<file path="src/rtl/ws_operand_loader_pkg.sv">
// Shared types and defaults for the weighted-sum operand loader.
// Holds the FSM state encoding, default sizes and a counter-width helper.
package ws_pkg;

   localparam int WS_DEFAULT_WIDTH       = 16;
   localparam int WS_DEFAULT_INPUT_SIZE  = 10;
   localparam int WS_DEFAULT_SUM_LATENCY = 1;

   typedef logic [WS_DEFAULT_WIDTH-1:0] ws_word_t;

   typedef enum logic [1:0] {
      IDLE   = 2'd0,
      LOAD   = 2'd1,
      WAIT   = 2'd2,
      RESULT = 2'd3
   } ws_ld_state_t;

   // Bits needed to hold values 0..max_val, never less than one.
   function automatic int ws_cnt_width(input int max_val);
      return (max_val < 2) ? 1 : $clog2(max_val + 1);
   endfunction

endpackage

</file>
<file path="src/rtl/ws_operand_loader_if.sv">
// Operand stream, weighted-sum vector and result port of the operand loader.
// Both streams use valid/ready: a transfer happens on a rising clk edge where
// valid and ready are both high; valid, once high, holds its payload stable
// until that edge, and ready may change freely.
interface ws_operand_loader_if #(
   parameter int INPUT_SIZE = 10,
   parameter int WIDTH      = 16
);

   logic                        in_valid;
   logic                        in_ready;
   logic [WIDTH-1:0]            in_data;
   logic [WIDTH-1:0]            in_weight;
   logic                        in_last;
   logic [INPUT_SIZE*WIDTH-1:0] vec_inputs;
   logic [INPUT_SIZE*WIDTH-1:0] vec_weights;
   logic                        vec_valid;
   logic [WIDTH-1:0]            ws_sum;
   logic                        res_valid;
   logic                        res_ready;
   logic [WIDTH-1:0]            res_sum;
   logic                        res_err;

   modport master (
      input  in_valid, in_data, in_weight, in_last, ws_sum, res_ready,
      output in_ready, vec_inputs, vec_weights, vec_valid,
             res_valid, res_sum, res_err
   );

   modport slave (
      output in_valid, in_data, in_weight, in_last, ws_sum, res_ready,
      input  in_ready, vec_inputs, vec_weights, vec_valid,
             res_valid, res_sum, res_err
   );

endinterface

</file>
<file path="src/rtl/ws_operand_loader_bank.sv">
// N x W operand register file: one indexed write port, synchronous clear,
// and the whole bank presented as a flat vector (slot i at [i*W +: W]).
module ws_operand_bank #(
   parameter int N  = 10,
   parameter int W  = 16,
   parameter int IW = 4
) (
   input  logic           clk,
   input  logic           rst_n,
   input  logic           wr_en,
   input  logic [IW-1:0]  wr_idx,
   input  logic [W-1:0]   wr_data,
   input  logic           clr,
   output logic [N*W-1:0] rd_vec
);

   logic [W-1:0] mem_q [N];
   logic [W-1:0] mem_d [N];

   // Clear wins over write; an index past the last slot writes nothing.
   always_comb begin
      mem_d = mem_q;
      if (clr) begin
         for (int i = 0; i < N; i++) mem_d[i] = '0;
      end else if (wr_en) begin
         for (int i = 0; i < N; i++) begin
            if (wr_idx == IW'(i)) mem_d[i] = wr_data;
         end
      end
   end

   always_ff @(posedge clk or negedge rst_n) begin
      if (!rst_n) begin
         for (int i = 0; i < N; i++) mem_q[i] <= '0;
      end else begin
         mem_q <= mem_d;
      end
   end

   always_comb begin
      rd_vec = '0;
      for (int i = 0; i < N; i++) rd_vec[i*W +: W] = mem_q[i];
   end

endmodule

</file>
<file path="src/rtl/ws_operand_loader.sv">
// Collects (input, weight) beats into operand vectors, holds them for the
// weighted-sum stage, samples the returned sum and offers it as a result.
module ws_operand_loader
   import ws_pkg::*;
#(
   parameter int INPUT_SIZE  = WS_DEFAULT_INPUT_SIZE,
   parameter int WIDTH       = WS_DEFAULT_WIDTH,
   parameter int SUM_LATENCY = WS_DEFAULT_SUM_LATENCY
) (
   input  logic                clk,
   input  logic                rst_n,
   ws_operand_loader_if.master bus,
   output ws_ld_state_t        state_o
);

   localparam int IDX_W = ws_cnt_width(INPUT_SIZE);
   localparam int LAT_W = ws_cnt_width(SUM_LATENCY - 1);

   ws_ld_state_t     state_q, state_d;
   logic [IDX_W-1:0] idx_q, idx_d;
   logic [LAT_W-1:0] lat_q, lat_d;
   logic             err_q, err_d;
   logic [WIDTH-1:0] res_sum_q, res_sum_d;
   logic             res_err_q, res_err_d;
   logic             in_ready_q, in_ready_d;
   logic             vec_valid_q, vec_valid_d;
   logic             res_valid_q, res_valid_d;
   logic             wr_en;
   logic             bank_clr;
   logic             last_slot;

   assign last_slot = (idx_q == IDX_W'(INPUT_SIZE - 1));

   always_comb begin
      state_d   = state_q;
      idx_d     = idx_q;
      lat_d     = lat_q;
      err_d     = err_q;
      res_sum_d = res_sum_q;
      res_err_d = res_err_q;
      wr_en     = 1'b0;
      bank_clr  = 1'b0;
      case (state_q)
         IDLE: state_d = LOAD;
         LOAD: begin
            if (bus.in_valid && in_ready_q) begin
               wr_en = 1'b1;
               idx_d = idx_q + 1'b1;
               // in_last must coincide with the final slot; either side alone
               // (short or long vector) marks the vector as bad.
               err_d = err_q | (bus.in_last != last_slot);
               if (bus.in_last || last_slot) begin
                  state_d = WAIT;
                  lat_d   = LAT_W'(SUM_LATENCY - 1);
               end
            end
         end
         WAIT: begin
            if (lat_q == '0) begin
               res_sum_d = bus.ws_sum;
               res_err_d = err_q;
               state_d   = RESULT;
            end else begin
               lat_d = lat_q - 1'b1;
            end
         end
         RESULT: begin
            if (bus.res_ready) begin
               bank_clr = 1'b1;
               idx_d    = '0;
               err_d    = 1'b0;
               state_d  = LOAD;
            end
         end
         default: state_d = IDLE;
      endcase
      in_ready_d  = (state_d == LOAD);
      vec_valid_d = (state_d == WAIT) || (state_d == RESULT);
      res_valid_d = (state_d == RESULT);
   end

   always_ff @(posedge clk or negedge rst_n) begin
      if (!rst_n) begin
         state_q     <= IDLE;
         idx_q       <= '0;
         lat_q       <= '0;
         err_q       <= 1'b0;
         res_sum_q   <= '0;
         res_err_q   <= 1'b0;
         in_ready_q  <= 1'b0;
         vec_valid_q <= 1'b0;
         res_valid_q <= 1'b0;
      end else begin
         state_q     <= state_d;
         idx_q       <= idx_d;
         lat_q       <= lat_d;
         err_q       <= err_d;
         res_sum_q   <= res_sum_d;
         res_err_q   <= res_err_d;
         in_ready_q  <= in_ready_d;
         vec_valid_q <= vec_valid_d;
         res_valid_q <= res_valid_d;
      end
   end

   ws_operand_bank #(.N(INPUT_SIZE), .W(WIDTH), .IW(IDX_W)) u_input_bank (
      .clk     (clk),
      .rst_n   (rst_n),
      .wr_en   (wr_en),
      .wr_idx  (idx_q),
      .wr_data (bus.in_data),
      .clr     (bank_clr),
      .rd_vec  (bus.vec_inputs)
   );

   ws_operand_bank #(.N(INPUT_SIZE), .W(WIDTH), .IW(IDX_W)) u_weight_bank (
      .clk     (clk),
      .rst_n   (rst_n),
      .wr_en   (wr_en),
      .wr_idx  (idx_q),
      .wr_data (bus.in_weight),
      .clr     (bank_clr),
      .rd_vec  (bus.vec_weights)
   );

   assign bus.in_ready  = in_ready_q;
   assign bus.vec_valid = vec_valid_q;
   assign bus.res_valid = res_valid_q;
   assign bus.res_sum   = res_sum_q;
   assign bus.res_err   = res_err_q;
   assign state_o       = state_q;

endmodule
</file>
<file path="src/flat_wrapper.sv">
// flat-port wrapper written by rule: the top's interface ports become plain ports
module ws_operand_loader_flat import ws_pkg::*;
#(
   parameter int INPUT_SIZE  = WS_DEFAULT_INPUT_SIZE,
   parameter int WIDTH       = WS_DEFAULT_WIDTH,
   parameter int SUM_LATENCY = WS_DEFAULT_SUM_LATENCY
)
  (clk, rst_n, state_o, bus_in_valid, bus_in_data, bus_in_weight, bus_in_last, bus_ws_sum, bus_res_ready, bus_in_ready, bus_vec_inputs, bus_vec_weights, bus_vec_valid, bus_res_valid, bus_res_sum, bus_res_err);
  ws_operand_loader_if #(.INPUT_SIZE(INPUT_SIZE), .WIDTH(WIDTH)) bus_i ();
  input  logic clk;
  input  logic rst_n;
  output ws_ld_state_t state_o;
  input wire logic [$bits(bus_i.in_valid)-1:0] bus_in_valid;
  input wire logic [$bits(bus_i.in_data)-1:0] bus_in_data;
  input wire logic [$bits(bus_i.in_weight)-1:0] bus_in_weight;
  input wire logic [$bits(bus_i.in_last)-1:0] bus_in_last;
  input wire logic [$bits(bus_i.ws_sum)-1:0] bus_ws_sum;
  input wire logic [$bits(bus_i.res_ready)-1:0] bus_res_ready;
  output wire logic [$bits(bus_i.in_ready)-1:0] bus_in_ready;
  output wire logic [$bits(bus_i.vec_inputs)-1:0] bus_vec_inputs;
  output wire logic [$bits(bus_i.vec_weights)-1:0] bus_vec_weights;
  output wire logic [$bits(bus_i.vec_valid)-1:0] bus_vec_valid;
  output wire logic [$bits(bus_i.res_valid)-1:0] bus_res_valid;
  output wire logic [$bits(bus_i.res_sum)-1:0] bus_res_sum;
  output wire logic [$bits(bus_i.res_err)-1:0] bus_res_err;
  assign bus_i.in_valid = bus_in_valid;
  assign bus_i.in_data = bus_in_data;
  assign bus_i.in_weight = bus_in_weight;
  assign bus_i.in_last = bus_in_last;
  assign bus_i.ws_sum = bus_ws_sum;
  assign bus_i.res_ready = bus_res_ready;
  assign bus_in_ready = bus_i.in_ready;
  assign bus_vec_inputs = bus_i.vec_inputs;
  assign bus_vec_weights = bus_i.vec_weights;
  assign bus_vec_valid = bus_i.vec_valid;
  assign bus_res_valid = bus_i.res_valid;
  assign bus_res_sum = bus_i.res_sum;
  assign bus_res_err = bus_i.res_err;
  ws_operand_loader #(.INPUT_SIZE(INPUT_SIZE), .WIDTH(WIDTH), .SUM_LATENCY(SUM_LATENCY)) u_core (.clk(clk), .rst_n(rst_n), .bus(bus_i), .state_o(state_o));
endmodule
</file>
<file path="config.mk">
export PLATFORM = sky130hd
export DESIGN_NAME = ws_operand_loader_flat
export DESIGN_NICKNAME = d
export VERILOG_FILES = /design/src/rtl/ws_operand_loader_pkg.sv /design/src/rtl/ws_operand_loader_if.sv /design/src/rtl/ws_operand_loader_bank.sv /design/src/rtl/ws_operand_loader.sv /design/src/flat_wrapper.sv
export SDC_FILE = /design/constraint.sdc
export NUM_CORES = 1
export LEC_CHECK = 0
export ABC_AREA = 1
export CORE_UTILIZATION = 45
export CTS_CLUSTER_DIAMETER = 50
export DETAILED_ROUTE_END_ITERATION = 7
export MAX_ROUTING_LAYER = met4
export PLACE_DENSITY = 0.77
export SLEW_MARGIN = 20
export SYNTH_ARGS = -nofsm -noshare
export SYNTH_HDL_FRONTEND = slang
export SYNTH_SLANG_ARGS = --single-unit
</file>
<file path="constraint.sdc">
create_clock -name clk -period 1.8 [get_ports clk]
set_input_delay 0.45 -clock clk [delete_from_list [all_inputs] [get_ports clk]]
set_output_delay 0.45 -clock clk [all_outputs]
set_load 0.05 [all_outputs]
</file>
After elaboration in Yosys (flattened, before gate mapping)

Cells that the tools add are included.

Input bits: 53
Register bits after elaboration: 348
Word-level logic and storage cells: 126
Output and inout bits: 342

Muxes and demuxes: 43
Eq/ne operators: 19
Add/sub/neg operators: 2
Reduce and logical (&&, ||, !) cells: 31
Bitwise logic cells: 2

Operator list:

| cell                                                                    | count |
|---|---|
| 160-bit 2-to-1 mux                                                      | 4 |
| 16-bit 2-to-1 mux                                                       | 20 |
| 2-bit nonzero test                                                      | 13 |
| 2-bit AND reduction                                                     | 11 |
| 4-bit by 3-bit == test with 1-bit output, second input constant         | 4 |
| 1-bit 2-to-1 mux                                                        | 9 |
| 2-bit == test, second input constant                                    | 4 |
| 4-bit by 2-bit == test with 1-bit output, second input constant         | 2 |
| 4-bit == test, second input constant                                    | 2 |
| 2-bit 2-to-1 mux                                                        | 4 |
| 4-bit 2-to-1 mux                                                        | 2 |
| 2-bit case mux with 4 select lines                                      | 1 |
| 4-bit case mux with 2 select lines                                      | 1 |
| 3-bit AND reduction                                                     | 2 |
| 4-bit by 1-bit adder with 4-bit output, second input constant           | 1 |
| 2-bit by 1-bit == test with 1-bit output, second input constant         | 2 |
| 4-bit by 1-bit == test with 1-bit output, second input constant         | 1 |
| 4-bit logical NOT                                                       | 1 |
| 2-bit by 1-bit inequality test with 1-bit output, second input constant | 2 |
| 1-bit case mux with 2 select lines                                      | 2 |
| 2-bit logical NOT                                                       | 1 |
| 1-bit logical OR                                                        | 2 |
| 2-bit inequality test, second input constant                            | 1 |
| 1-bit logical AND                                                       | 1 |
| other kinds (4)                                                         | 4 |

Logic depth before layout (Yosys ltp)

Depth after elaboration: 7
Depth in mapped cells: 9
Mapped depth without buffers: 9

Hierarchy

From an unflattened synthesis, not the netlist that was laid out.

Cell total of the unflattened synthesis: 1625
Area, all modules: 14325.0 µm²

By module, submodules not included:

| module            | area an instance (µm²) | times used | sequential area each (µm²) | cells each |
|---|---|---|---|---|
| ws_operand_bank   | 6551.3                 | 2          | 4003.8                     | 749 |
| ws_operand_loader | 1222.4                 | 1          | 675.6                      | 127 |

Worst setup path after synthesis

OpenSTA, ideal clock, no wires.

Path kind: flip-flop to flip-flop
From: register u_core.state_q[0] (netlist: u_core.state_o[0])
To: register u_core.u_input_bank.mem_q (netlist bit u_core.u_input_bank.rd_vec[139])
Clock period less this slack: 1696 ps
Arrival time: 1563 ps
Stages on the path, launching flop included: 9
Path slack: 104 ps
Buffers on the path: 3
Setup time: 133 ps
Data required time: 1667 ps
Cells stage by stage: dfrtp_1 > nand2_1 > inv_1 > nand2_1 > buf_2 > buf_2 > buf_2 > nand3_1 > o21ai_0

Word-level cells in the longest chain between the ends: 4
Elaborated cells between the ends (all ways): 8
Those cells by class: eq/ne: 2; mux: 3; reduce/logical: 3

RTL lines:

| what                                                                      | RTL line                     | text |
|---|---|---|
| start, declared                                                           | ws_operand_loader.sv:19      | `ws_ld_state_t state_q, state_d;` |
| start signal, assigned                                                    | ws_operand_loader.sv:94      | `state_q <= state_d;` |
| 2-bit == test or 2-bit by 1-bit == test with 1-bit output (tied branches) | ws_operand_loader.sv:43      | `case (state_q)` |
| 1-bit 2-to-1 mux                                                          | ws_operand_loader.sv:43      |  |
| 2-bit nonzero test (no line)                                              | n/a                          |  |
| 2-bit AND reduction (no line)                                             | n/a                          |  |
| end signal, assigned                                                      | ws_operand_loader_bank.sv:36 | `mem_q <= mem_d;` |
| end, declared                                                             | ws_operand_loader_bank.sv:17 | `logic [W-1:0] mem_q [N];` |

Parallel ways exist; a longest one is shown, timed or not.
A chain may end at the register's enable or synchronous reset.

Worst setup path after layout

From: register u_core.idx_q[1]
To: register u_core.in_ready_q (netlist: u_core.bus.in_ready)

Word-level cells in the longest chain between the ends: 6

RTL lines:

| what                                     | RTL line                 | text |
|---|---|---|
| start, declared                          | ws_operand_loader.sv:20  | `logic [IDX_W-1:0] idx_q, idx_d;` |
| start signal, assigned                   | ws_operand_loader.sv:95  | `idx_q <= idx_d;` |
| 4-bit == test                            | ws_operand_loader.sv:32  | `assign last_slot = (idx_q == IDX_W'(INPUT_SIZE - 1));` |
| 1-bit logical OR                         | ws_operand_loader.sv:52  | `if (bus.in_last \|\| last_slot) begin` |
| 2-bit 2-to-1 mux                         | ws_operand_loader.sv:52  |  |
| 2-bit 2-to-1 mux                         | ws_operand_loader.sv:46  | `if (bus.in_valid && in_ready_q) begin` |
| 2-bit case mux with 4 select lines       | ws_operand_loader.sv:43  |  |
| via u_core.state_d[0]                    | ws_operand_loader.sv:19  |  |
| 2-bit by 1-bit == test with 1-bit output | ws_operand_loader.sv:77  | `in_ready_d = (state_d == LOAD);` |
| via u_core.in_ready_d                    | ws_operand_loader.sv:25  | `logic in_ready_q, in_ready_d;` |
| end signal, assigned                     | ws_operand_loader.sv:100 | `in_ready_q <= in_ready_d;` |
| end, declared                            | ws_operand_loader.sv:25  |  |

The timed path passes the listed nets, and every way through them passes these cells.

==> flow_summary.ini <==
[clock_network]
h_tree_lvls = 2
cts.clk_slew.worst_paths_ps = 60
ctsLongestPathBuffers = 3
cts_tree = done
worstSkewPairLatency_ps = 520
cts-root-buf = sky130_fd_sc_hd__clkbuf_16
cts_inserted_buffers = 40
cts_num_sinks = 346

[setup_path]
critical-path-slowest-cell = sky130_fd_sc_hd__dfrtp_1
arrival_ps = 2080
critPathMostFrequentCell = sky130_fd_sc_hd__inv_1
cpPeakStageDelay_ps = 420
ff2ff_path_depth = 9
setup.worst_path.start_class = register
cp_data_required_time_ps = 2190
cp_num_buf_inv = 4
worst-path-max-fanout = 4
critPathTopFamily = simple AND/OR/NAND/NOR gates
reg2reg_to = u_core.bus.in_ready
critPathCaptureType = register
cells_traversed_along_the_worst_timing_path = inv_1 -> ha_1 -> inv_1 -> nor2_2 -> inv_1 -> ha_1 -> or2_2 -> o21ai_2 -> inv_1
rr_startpoint = u_core.idx_q[1]
criticalPathCategory = reg -> reg
r2r_slack_ps = 110

[synthesis]
synthesis.nets = 1563
netlist-cell-type-count = 20
netlist_instances = 1505
syn-cell-area_um2 = 13820
ys_ff_latch = 346
avgSynthCellArea_um2 = 9.181
cells_taking_the_most_area_after_synthesis = sky130_fd_sc_hd__dfrtp_1 63%, sky130_fd_sc_hd__nand2_1 15%, sky130_fd_sc_hd__nand3_1 12%
synth.yosys.seq_area_share = 0.6266
synth_top_area_share = 0.6266
post-synth-top-area-cell = sky130_fd_sc_hd__dfrtp_1
synth.yosys.warnings = 0

[die]
die_height_um = 177.2
start_util = 0.4613
floorplan.die.width_um = 177.2
num_rows = 63
core-area_um2 = 29950
floorplan.io_pins = 395
die_area_um2 = 31410

[route]
drc = 0
routed_wire_length_per_instance_um = 19.62
first_pass_iters = 6
vias_per_cell = 5.342
detailed_router_s_first_iteration_violation_count = 1301
finalWirelength_um = 46250
route.vias.total = 12590
antenna_violating_nets_post_route = 0

[finish]
finish.cell_count_without_fillers = 2357
design.final.nets = 1996
number_of_inserted_filler_cells_in_the_final_layout = 2464
area_growth_pct = 40.62
post_route_cells_drive_above_1_share = 0.2750
area.sequential_um2 = 8660
multi_input_comb_area_um2 = 4551
num_antenna_cells = 0
stdcell_area_um2 = 19430

[timing]
finalMaxSlewViolations = 0
clock.fmax_mhz = 592.0
worstMarginPinSlew_ps = 518.2
rsz0062_at_grt = false
finalClockSkew_ps = 17.66
timing.final.hold_violations = 0
max-slew-margin-rel = 0.6542
minimum_clock_period_after_layout_ps = 1689
period_share = 0.9384
setup_viol_count_final = 0

[global_routing]
grt.total_usage = 0.3038
global_route_wire_length_before_repair_um = 70630
grt_start_max_net_pins = 67
grt_antenna_before_repair = 0
number_of_global_route_vias_before_repair = 12060
globalRouteOverflowTotal = 0

[placed_design]
detailed_place.area_um2 = 18140
place.gp.congestion = 0.8764
dp_hpwl_um = 32460
dp.cells = 2284
numPortBuffers = 394

[run]
reported_max_cap_violation_count = 0

[outcome]
outcome = complete, no violations

[power]
leakage_power_of_the_design_nw = 10.84
power_density_nw_per_um2 = 1884
vdd.ir_drop.worst_mv = 1.134

[hold_path]
worst_hold_path_type = in -> async
-- through the flow --
| stage | hold WS (ps) | worst slack (ps) | utilization | power [mW] | setup TNS [ps] |
|---|---|---|---|---|---|
| 2_1_floorplan | 154.4 | 103.8 | - | 22.43 | 0 |
| 3_3_place_gp | 359.5 | -262.0 | 0.6056 | 28.65 | -45860 |
| 3_5_place_dp | 358.7 | -266.6 | 0.6056 | 28.96 | -49860 |
| 4_1_cts | 420.3 | 35.68 | 0.6482 | 36.72 | 0 |
| 5_1_grt | 437.8 | 14.46 | 0.6487 | 38.14 | 0 |
| 6_report | 424.6 | 110.9 | 0.6487 | 36.61 | 0 |
-- worst max-delay path by stage --
| stage | start | to | slack [ps] | depth (start not counted) |
|---|---|---|---|---|
| 2_1_floorplan | u_core.state_o[0] | u_core.u_input_bank.rd_vec[139] | 100 | 8 |
| 3_3_place_gp | bus_res_ready | u_core.u_weight_bank.rd_vec[114] | -260 | 9 |
| 3_5_place_dp | bus_res_ready | u_core.u_weight_bank.rd_vec[13] | -270 | 9 |
| 4_1_cts | u_core.idx_q[1] | u_core.bus.in_ready | 40 | 9 |
| 5_1_grt | u_core.idx_q[1] | u_core.bus.in_ready | 10 | 9 |
| 6_report | u_core.idx_q[1] | u_core.bus.in_ready | 110 | 9 |
-- synthesized netlist by cell type --
cell                       number
sky130_fd_sc_hd__a21boi_0       1
sky130_fd_sc_hd__buf_1          2
sky130_fd_sc_hd__buf_2         91
sky130_fd_sc_hd__buf_4          1
sky130_fd_sc_hd__clkbuf_1       8
sky130_fd_sc_hd__dfrtp_1      346
sky130_fd_sc_hd__ha_1           5
sky130_fd_sc_hd__inv_1         44
sky130_fd_sc_hd__inv_2          3
sky130_fd_sc_hd__mux2_2        16
sky130_fd_sc_hd__nand2_1      568
sky130_fd_sc_hd__nand3_1      332
sky130_fd_sc_hd__nand4_1        1
sky130_fd_sc_hd__nor2_1        13
sky130_fd_sc_hd__nor2_2         1
sky130_fd_sc_hd__nor2_4         1
sky130_fd_sc_hd__o21ai_0       61
sky130_fd_sc_hd__o21ai_1        9
sky130_fd_sc_hd__or2_2          1
sky130_fd_sc_hd__xor2_1         1
-- report_power, final --
part / total, mW / switching [mW] / internal, mW
Combinational: 17.2 / 12.3 / 4.89
Clock: 7.74 / 3.17 / 4.58
Sequential: 11.6 / 1.60 / 10.0
Total: 36.6 / 17.1 / 19.5
-- repair_timing --
item | 4_1_cts | 5_1_grt
resized for setup | 1 | 2
buffers inserted | 0 | 1
hold buffers | 1 | 0
endpoints found under the hold margin | 21 | 0
pin swaps | 0 | 0
setup endpoints to repair | 1 | 21
-- area by class of cell --
class                           count  area share
Multi-Input combinational cell   1010      0.2342
Tap cell                          390     0.02511
Clock inverter                     12    0.004250
Clock buffer                       59     0.06092
Timing Repair Buffer              493      0.2207
Inverter                           47    0.009080
Sequential cell                   346      0.4457
-- logic make-up (layout without fill, tap and decap cells) --
kind of cell | Yosys count | in the layout | share of synthesized area
adder cells (fa/ha/maj) | 5 | 5 | 0.004528
buffers and inverters | 149 | 611 | 0.04899
AND/OR/NAND/NOR | 917 | 917 | 0.2803
flip-flops | 346 | 346 | 0.6266
XOR/XNOR | 1 | 1 | 0.0006340
multiplexers | 16 | 16 | 0.01304
AO/OA/AOI/OAI | 71 | 71 | 0.02590
-- sequential cells by signal, indices dropped and copies added (netlist names) --
signal	cells
u_core.bus.in_ready	1
u_core.bus.res_err	1
u_core.bus.res_sum	16
u_core.bus.res_valid	1
u_core.err_q	1
u_core.idx_q	4
u_core.state_o	2
u_core.u_input_bank.rd_vec	160
u_core.u_weight_bank.rd_vec	160
-- metal layers --
metal  global-route usage  vias to the layer above  routed length (um)
met1               0.3941                     6137               18450
li1                     -                     5726                   -
met5                    -                        -                   0
met3              0.05863                       73                4170
met4              0.07687                        0                 998
met2               0.4899                      656               22630
-- cell usage in the layout, fill, tap and decap left out, types with 2 or more instances in the layout --
cell type                         synthesis  layout
sky130_fd_sc_hd__inv_8                    0       2
sky130_fd_sc_hd__mux2_2                  16      16
sky130_fd_sc_hd__nand2_1                568     565
sky130_fd_sc_hd__nand3_2                  0       2
sky130_fd_sc_hd__o21ai_1                  9       8
sky130_fd_sc_hd__nand3_1                332     330
sky130_fd_sc_hd__nand2_2                  0       2
sky130_fd_sc_hd__clkdlybuf4s50_1          0      51
sky130_fd_sc_hd__ha_1                     5       5
sky130_fd_sc_hd__nor2_2                   1       6
sky130_fd_sc_hd__o21ai_0                 61      61
sky130_fd_sc_hd__clkinv_4                 0       2
sky130_fd_sc_hd__nor2_1                  13       4
sky130_fd_sc_hd__buf_12                   0      36
sky130_fd_sc_hd__clkbuf_8                 0       9
sky130_fd_sc_hd__clkbuf_1                 8       9
sky130_fd_sc_hd__clkinv_2                 0       7
sky130_fd_sc_hd__inv_1                   44      44
sky130_fd_sc_hd__dfrtp_1                346     345
sky130_fd_sc_hd__clkbuf_16                0      41
sky130_fd_sc_hd__inv_2                    3       3
sky130_fd_sc_hd__nor2_4                   1       5
sky130_fd_sc_hd__buf_4                    1     404
Note: power is estimated with default switching activity, not from simulation.
